`src/rtl/div_restoring_seq_pkg.sv`:
```
// Shared definitions for the sequential restoring divider: state encoding,
// flag bit positions and the iteration-counter width.
package div_restoring_seq_pkg;

  typedef enum logic [1:0] {
    ST_IDLE = 2'd0,
    ST_CALC = 2'd1,
    ST_DONE = 2'd2
  } div_state_e;

  localparam int DIV_DEF_WIDTH = 16;
  localparam int DIV_CNT_W     = $clog2(DIV_DEF_WIDTH + 1);

  localparam int FLAG_W   = 2;
  localparam int FLAG_OVF = 0;
  localparam int FLAG_DBZ = 1;

  // Counter must hold the value DATA_WIDTH itself, hence the +1.
  function automatic int cnt_width(input int data_width);
    return $clog2(data_width + 1);
  endfunction

endpackage

```
`src/rtl/div_restoring_step.sv`:
```
// One restoring-division iteration: shift in a dividend bit, trial-subtract
// the divisor, and keep the difference only when it does not go negative.
module div_restoring_step #(
  parameter int DATA_WIDTH = 16
) (
  input  logic [DATA_WIDTH:0]   rem_in,
  input  logic                  in_bit,
  input  logic [DATA_WIDTH-1:0] divisor,
  output logic [DATA_WIDTH:0]   rem_out,
  output logic                  q_bit
);

  logic [DATA_WIDTH:0] trial_s;
  logic [DATA_WIDTH:0] divisor_ext_s;

  assign trial_s       = {rem_in[DATA_WIDTH-1:0], in_bit};
  assign divisor_ext_s = {1'b0, divisor};

  // Trial subtraction with restore on underflow.
  always_comb begin
    rem_out = trial_s;
    q_bit   = 1'b0;
    if (trial_s >= divisor_ext_s) begin
      rem_out = trial_s - divisor_ext_s;
      q_bit   = 1'b1;
    end else begin
      rem_out = trial_s;
      q_bit   = 1'b0;
    end
  end

endmodule

```
`src/rtl/div_restoring_seq.sv`:
```
// Sequential unsigned restoring divider: 2W-bit dividend / W-bit divisor,
// one quotient bit per clock, valid/ready handshakes on both sides.
module div_restoring_seq
  import div_restoring_seq_pkg::*;
#(
  parameter int DATA_WIDTH = 16
) (
  input  logic                    clk,
  input  logic                    rst,
  input  logic                    in_valid,
  output logic                    in_ready,
  input  logic [2*DATA_WIDTH-1:0] dividend,
  input  logic [DATA_WIDTH-1:0]   divisor,
  output logic                    out_valid,
  input  logic                    out_ready,
  output logic [DATA_WIDTH-1:0]   quotient,
  output logic [DATA_WIDTH-1:0]   remainder,
  output logic                    div_by_zero,
  output logic                    overflow
);

  localparam int W     = DATA_WIDTH;
  localparam int CNT_W = cnt_width(DATA_WIDTH);

  div_state_e       state_q, state_d;
  logic [W:0]       rem_q, rem_d;
  logic [W-1:0]     quo_q, quo_d;
  logic [W-1:0]     divisor_q, divisor_d;
  logic [CNT_W-1:0] cnt_q, cnt_d;
  logic [W-1:0]     quotient_q, quotient_d;
  logic [W-1:0]     remainder_q, remainder_d;
  logic [FLAG_W-1:0] flags_q, flags_d;
  logic             in_ready_q, in_ready_d;
  logic             out_valid_q, out_valid_d;

  logic             accept_s;
  logic [W:0]       rem_step_s;
  logic             q_bit_s;
  logic [W-1:0]     quo_step_s;

  div_restoring_step #(
    .DATA_WIDTH(W)
  ) u_step (
    .rem_in (rem_q),
    .in_bit (quo_q[W-1]),
    .divisor(divisor_q),
    .rem_out(rem_step_s),
    .q_bit  (q_bit_s)
  );

  assign accept_s   = in_valid & in_ready_q;
  assign quo_step_s = {quo_q[W-2:0], q_bit_s};

  // Next-state, datapath and handshake decode.
  always_comb begin
    state_d     = state_q;
    rem_d       = rem_q;
    quo_d       = quo_q;
    divisor_d   = divisor_q;
    cnt_d       = cnt_q;
    quotient_d  = quotient_q;
    remainder_d = remainder_q;
    flags_d     = flags_q;
    in_ready_d  = in_ready_q;
    out_valid_d = out_valid_q;

    case (state_q)
      ST_IDLE: begin
        if (accept_s) begin
          in_ready_d = 1'b0;
          if (divisor == {W{1'b0}}) begin
            state_d           = ST_DONE;
            out_valid_d       = 1'b1;
            quotient_d        = {W{1'b1}};
            remainder_d       = dividend[W-1:0];
            flags_d           = {FLAG_W{1'b0}};
            flags_d[FLAG_DBZ] = 1'b1;
          end else if (dividend[2*W-1:W] >= divisor) begin
            // Quotient would need more than W bits.
            state_d           = ST_DONE;
            out_valid_d       = 1'b1;
            quotient_d        = {W{1'b1}};
            remainder_d       = {W{1'b0}};
            flags_d           = {FLAG_W{1'b0}};
            flags_d[FLAG_OVF] = 1'b1;
          end else begin
            state_d   = ST_CALC;
            rem_d     = {1'b0, dividend[2*W-1:W]};
            quo_d     = dividend[W-1:0];
            divisor_d = divisor;
            cnt_d     = CNT_W'(W);
          end
        end else begin
          state_d = ST_IDLE;
        end
      end

      ST_CALC: begin
        rem_d = rem_step_s;
        quo_d = quo_step_s;
        cnt_d = cnt_q - CNT_W'(1);
        if (cnt_q == CNT_W'(1)) begin
          state_d     = ST_DONE;
          out_valid_d = 1'b1;
          quotient_d  = quo_step_s;
          remainder_d = rem_step_s[W-1:0];
          flags_d     = {FLAG_W{1'b0}};
        end else begin
          state_d = ST_CALC;
        end
      end

      ST_DONE: begin
        if (out_ready) begin
          state_d     = ST_IDLE;
          out_valid_d = 1'b0;
          in_ready_d  = 1'b1;
        end else begin
          state_d = ST_DONE;
        end
      end

      default: begin
        state_d     = ST_IDLE;
        in_ready_d  = 1'b1;
        out_valid_d = 1'b0;
      end
    endcase
  end

  // State and datapath registers; reset aborts any operation in flight.
  always_ff @(posedge clk) begin
    if (rst) begin
      state_q     <= ST_IDLE;
      rem_q       <= {(W+1){1'b0}};
      quo_q       <= {W{1'b0}};
      divisor_q   <= {W{1'b0}};
      cnt_q       <= {CNT_W{1'b0}};
      quotient_q  <= {W{1'b0}};
      remainder_q <= {W{1'b0}};
      flags_q     <= {FLAG_W{1'b0}};
      in_ready_q  <= 1'b1;
      out_valid_q <= 1'b0;
    end else begin
      state_q     <= state_d;
      rem_q       <= rem_d;
      quo_q       <= quo_d;
      divisor_q   <= divisor_d;
      cnt_q       <= cnt_d;
      quotient_q  <= quotient_d;
      remainder_q <= remainder_d;
      flags_q     <= flags_d;
      in_ready_q  <= in_ready_d;
      out_valid_q <= out_valid_d;
    end
  end

  assign in_ready    = in_ready_q;
  assign out_valid   = out_valid_q;
  assign quotient    = quotient_q;
  assign remainder   = remainder_q;
  assign div_by_zero = flags_q[FLAG_DBZ];
  assign overflow    = flags_q[FLAG_OVF];

endmodule

```
`config.mk`:
```
export PLATFORM = sky130hd
export DESIGN_NAME = div_restoring_seq
export DESIGN_NICKNAME = d
export VERILOG_FILES = /design/src/rtl/div_restoring_seq_pkg.sv /design/src/rtl/div_restoring_step.sv /design/src/rtl/div_restoring_seq.sv
export SDC_FILE = /design/constraint.sdc
export NUM_CORES = 1
export LEC_CHECK = 0
export CAP_MARGIN = 20
export CELL_PAD_IN_SITES_DETAIL_PLACEMENT = 1
export CELL_PAD_IN_SITES_GLOBAL_PLACEMENT = 1
export CORE_MARGIN = 2
export CORE_UTILIZATION = 42
export CTS_CLUSTER_SIZE = 25
export DETAILED_ROUTE_END_ITERATION = 8
export PLACE_DENSITY_LB_ADDON = 0.1
export SETUP_SLACK_MARGIN = 0.05
export SYNTH_ARGS = -nofsm -noshare
export SYNTH_HDL_FRONTEND = slang
export SYNTH_HIERARCHICAL = 1
export SYNTH_SLANG_ARGS = --single-unit
```
`constraint.sdc`:
```
create_clock -name clk -period 3.8 [get_ports clk]
set_input_delay 0.76 -clock clk [delete_from_list [all_inputs] [get_ports clk]]
set_output_delay 0.76 -clock clk [all_outputs]
set_load 0.02 [all_outputs]
```
==> impl_metrics.env <==
export IMPL_crit_path_start="divisor[14]"
export IMPL_post_synth_inst_count=644
export IMPL_yosys_warnings=6
export IMPL_grt_pass1_vias=5473
export IMPL_grt_pass1_wl_um=29610
export IMPL_postRouteWirelength_um=18050
export IMPL_cts_post_setup_buffers_inserted=0
export IMPL_status="complete, no violations"
export IMPL_achievable_frequency_mhz=285.5
export IMPL_timing_critical_path_required_ns=4.01
export IMPL_fp_dieArea_sq_um=14560
export IMPL_core_rows=42
export IMPL_finalNetCount=797
export IMPL_synth_area_sq_um=5718
export IMPL_cp_slowest_stage_delay_ns=0.68
export IMPL_layout_worst_path_cycle_share_pct=92.18
export IMPL_drive_above_1_share_pct=14.27
export IMPL_worstSkewPairLatency_ns=0.35
export IMPL_initial_core_util_pct=43.01
export IMPL_ctsLongestPathBuffers=2
export IMPL_io_pins=88
export IMPL_grt_setup_unrepaired="false"
export IMPL_layout_filler_cells=1532
export IMPL_post_synth_cell_area_avg_sq_um=8.879
export IMPL_net_count_of_the_mapped_netlist=731
export IMPL_n_antenna_cell=0
export IMPL_detailed_place_hpwl_um=13510
export IMPL_postCtsResizedCells=0
export IMPL_place_port_buffers=87
export IMPL_cp_data_arrival_time_ns=3.71
export IMPL_worst_path_max_fanout=56
export IMPL_hold_class="flop to flop"
export IMPL_worstSetupEndpointType="flop"
export IMPL_cts_hold_buf=0
export IMPL_final_hold_viol_count=0
export IMPL_clock_sinks=91
export IMPL_power_leakage_nw=2.859
export IMPL_drt_iter0_drc=227
export IMPL_wl_per_cell_um=20.26
export IMPL_detailedRoute_firstPassIterationCount=4
export IMPL_setup_violators_final=0
export IMPL_cts_clk_slew_worst_paths_ns=0.07
export IMPL_drt_antenna_violating_nets=0
export IMPL_total_power_mw=3.831
export IMPL_setup_tns_final_ns=0
export IMPL_gp_routability_congestion=0.8617
export IMPL_source_of_the_worst_register_to_register_timing_path="divisor_q[4]"
export IMPL_maxCapViolCount=0
export IMPL_power_per_cell_area_nw_per_um2=542.0
export IMPL_cts_buffers=9
export IMPL_overflow=0
export IMPL_slowest_stage="sky130_fd_sc_hd__or4_1"
export IMPL_slew_at_the_pin_with_the_worst_max_slew_slack_ns=0.7200
export IMPL_tritoncts="done"
export IMPL_startpoint_type="input port"
export IMPL_die_height_um=120.7
export IMPL_timing_final_max_slew_violations=0
export IMPL_drc_violations=0
export IMPL_max_slew_margin_rel_pct=51.90
export IMPL_fin_crit_ns=3.503
export IMPL_min_delay_start="out_valid"
export IMPL_placeableCoreArea_sq_um=13300
export IMPL_timing_critical_path_cells="clkdlybuf4s50_1 > inv_1 > ha_1 > nand4_1 > or3_1 > or4_1 > a31o_2 > buf_12 > a21oi_1 > a311oi_2"
export IMPL_vdd_drop_max_mv=0.2289
export IMPL_clock_skew_ns=0.01065
export IMPL_route_detailed_vias_per_inst=5.797
export IMPL_die_width_um=120.7
export IMPL_area_growth_pct=23.63
export IMPL_grt_start_max_net_pins=57
export IMPL_clock_tree_root="sky130_fd_sc_hd__clkbuf_16"
export IMPL_number_of_antenna_violations_at_the_first_check_in_global_routing=0
export IMPL_grt_usage_pct=25.71
export IMPL_ctsHtreeMaxLevel=3
export IMPL_timing_setup_critical_path_class="input port to flop"
export IMPL_vias=5165
[layout make-up]
class	count	area, sq um	area share [%]
well taps	176	220.2	3.115
multi-input cells	464	3512	49.68
repair buffers	103	1013	14.34
clock inverters	7	122.6	1.735
flip-flops and latches	91	1822	25.77
inverters	41	153.9	2.177
clock buffers	9	225.2	3.186
[per-layer routing]
layer	vias up	GRT usage, %	share of wire (%)
met3	25	3.019	2.1
met2	89	44.31	49
met5	-	0	0
met1	2566	33.61	47
met4	0	7.703	2.1
li1	2485	-	-
[critical path: cells and delay by family]
family / cells / cell delay, ns
buffers and inverters: 3 / 0.81
AND/OR/NAND/NOR: 3 / 1.21
AO/OA/AOI/OAI: 3 / 0.59
adder cells (fa/ha/maj): 1 / 0.29
[sequential cells by signal, summed over array words and instances (netlist names)]
name       flops
in_ready       1
quotient      16
divisor_q     16
remainder     16
state_q        2
cnt_q          5
flags_q        2
out_valid      1
quo_q         16
rem_q         16
[through the flow]
| step | hold slack, ns | cells | util, % | setup slack [ns] | area (sq um) |
|---|---|---|---|---|---|
| after CTS | 0.4879 | 891 | 53.17 | 0.3365 | 7069 |
| after detailed placement | 0.4737 | 875 | 50.56 | -0.02243 | 6721 |
| after global routing | 0.5078 | 891 | 53.17 | 0.1566 | 7069 |
| after floorplan | 0.4539 | 644 | - | 0.7512 | 5718 |
| final | 0.4848 | 891 | 53.17 | 0.2974 | 7069 |
| after global placement | 0.4664 | 875 | 50.56 | 0.08490 | 6721 |
[worst paths after layout]
| check | slack (ns) | depth (start not counted) | endpoint |
|---|---|---|---|
| worst max-delay path | 0.30 | 10 | rem_q[9] |
| worst min-delay path | 0.48 | 2 | out_valid |
| worst max register to register | 0.44 | 13 | remainder[8] |
| worst min register to register | 0.48 | 2 | out_valid |
[cell usage in the layout, fill, tap and decap left out, drive strengths merged, types with 2 or more instances in the layout]
cell type,instances
nand2b,4
clkbuf,9
nor3,25
inv,43
a21o,9
o21a,5
a31o,2
a32oi,5
nor2,48
nor2b,19
mux2i,28
o21ai,35
a21oi,84
nand2,13
or2,3
a221oi,2
a211oi,3
dfxtp,91
o2bb2ai,2
xnor2,8
buf,17
a31oi,5
xor2,5
mux2,30
a311oi,27
nor4,6
bufinv,3
clkdlybuf4s50,86
a22oi,18
nand4,2
and3,5
nand3,21
ha,34
[report_power, final]
group | switching [mW] | internal [mW] | leakage [nW]
sequential | 0.0875 | 1.06 | 0.744
clock | 0.400 | 0.649 | 0.168
combinational | 0.925 | 0.714 | 1.95
No activity file was read; power rests on OpenSTA's default activity.
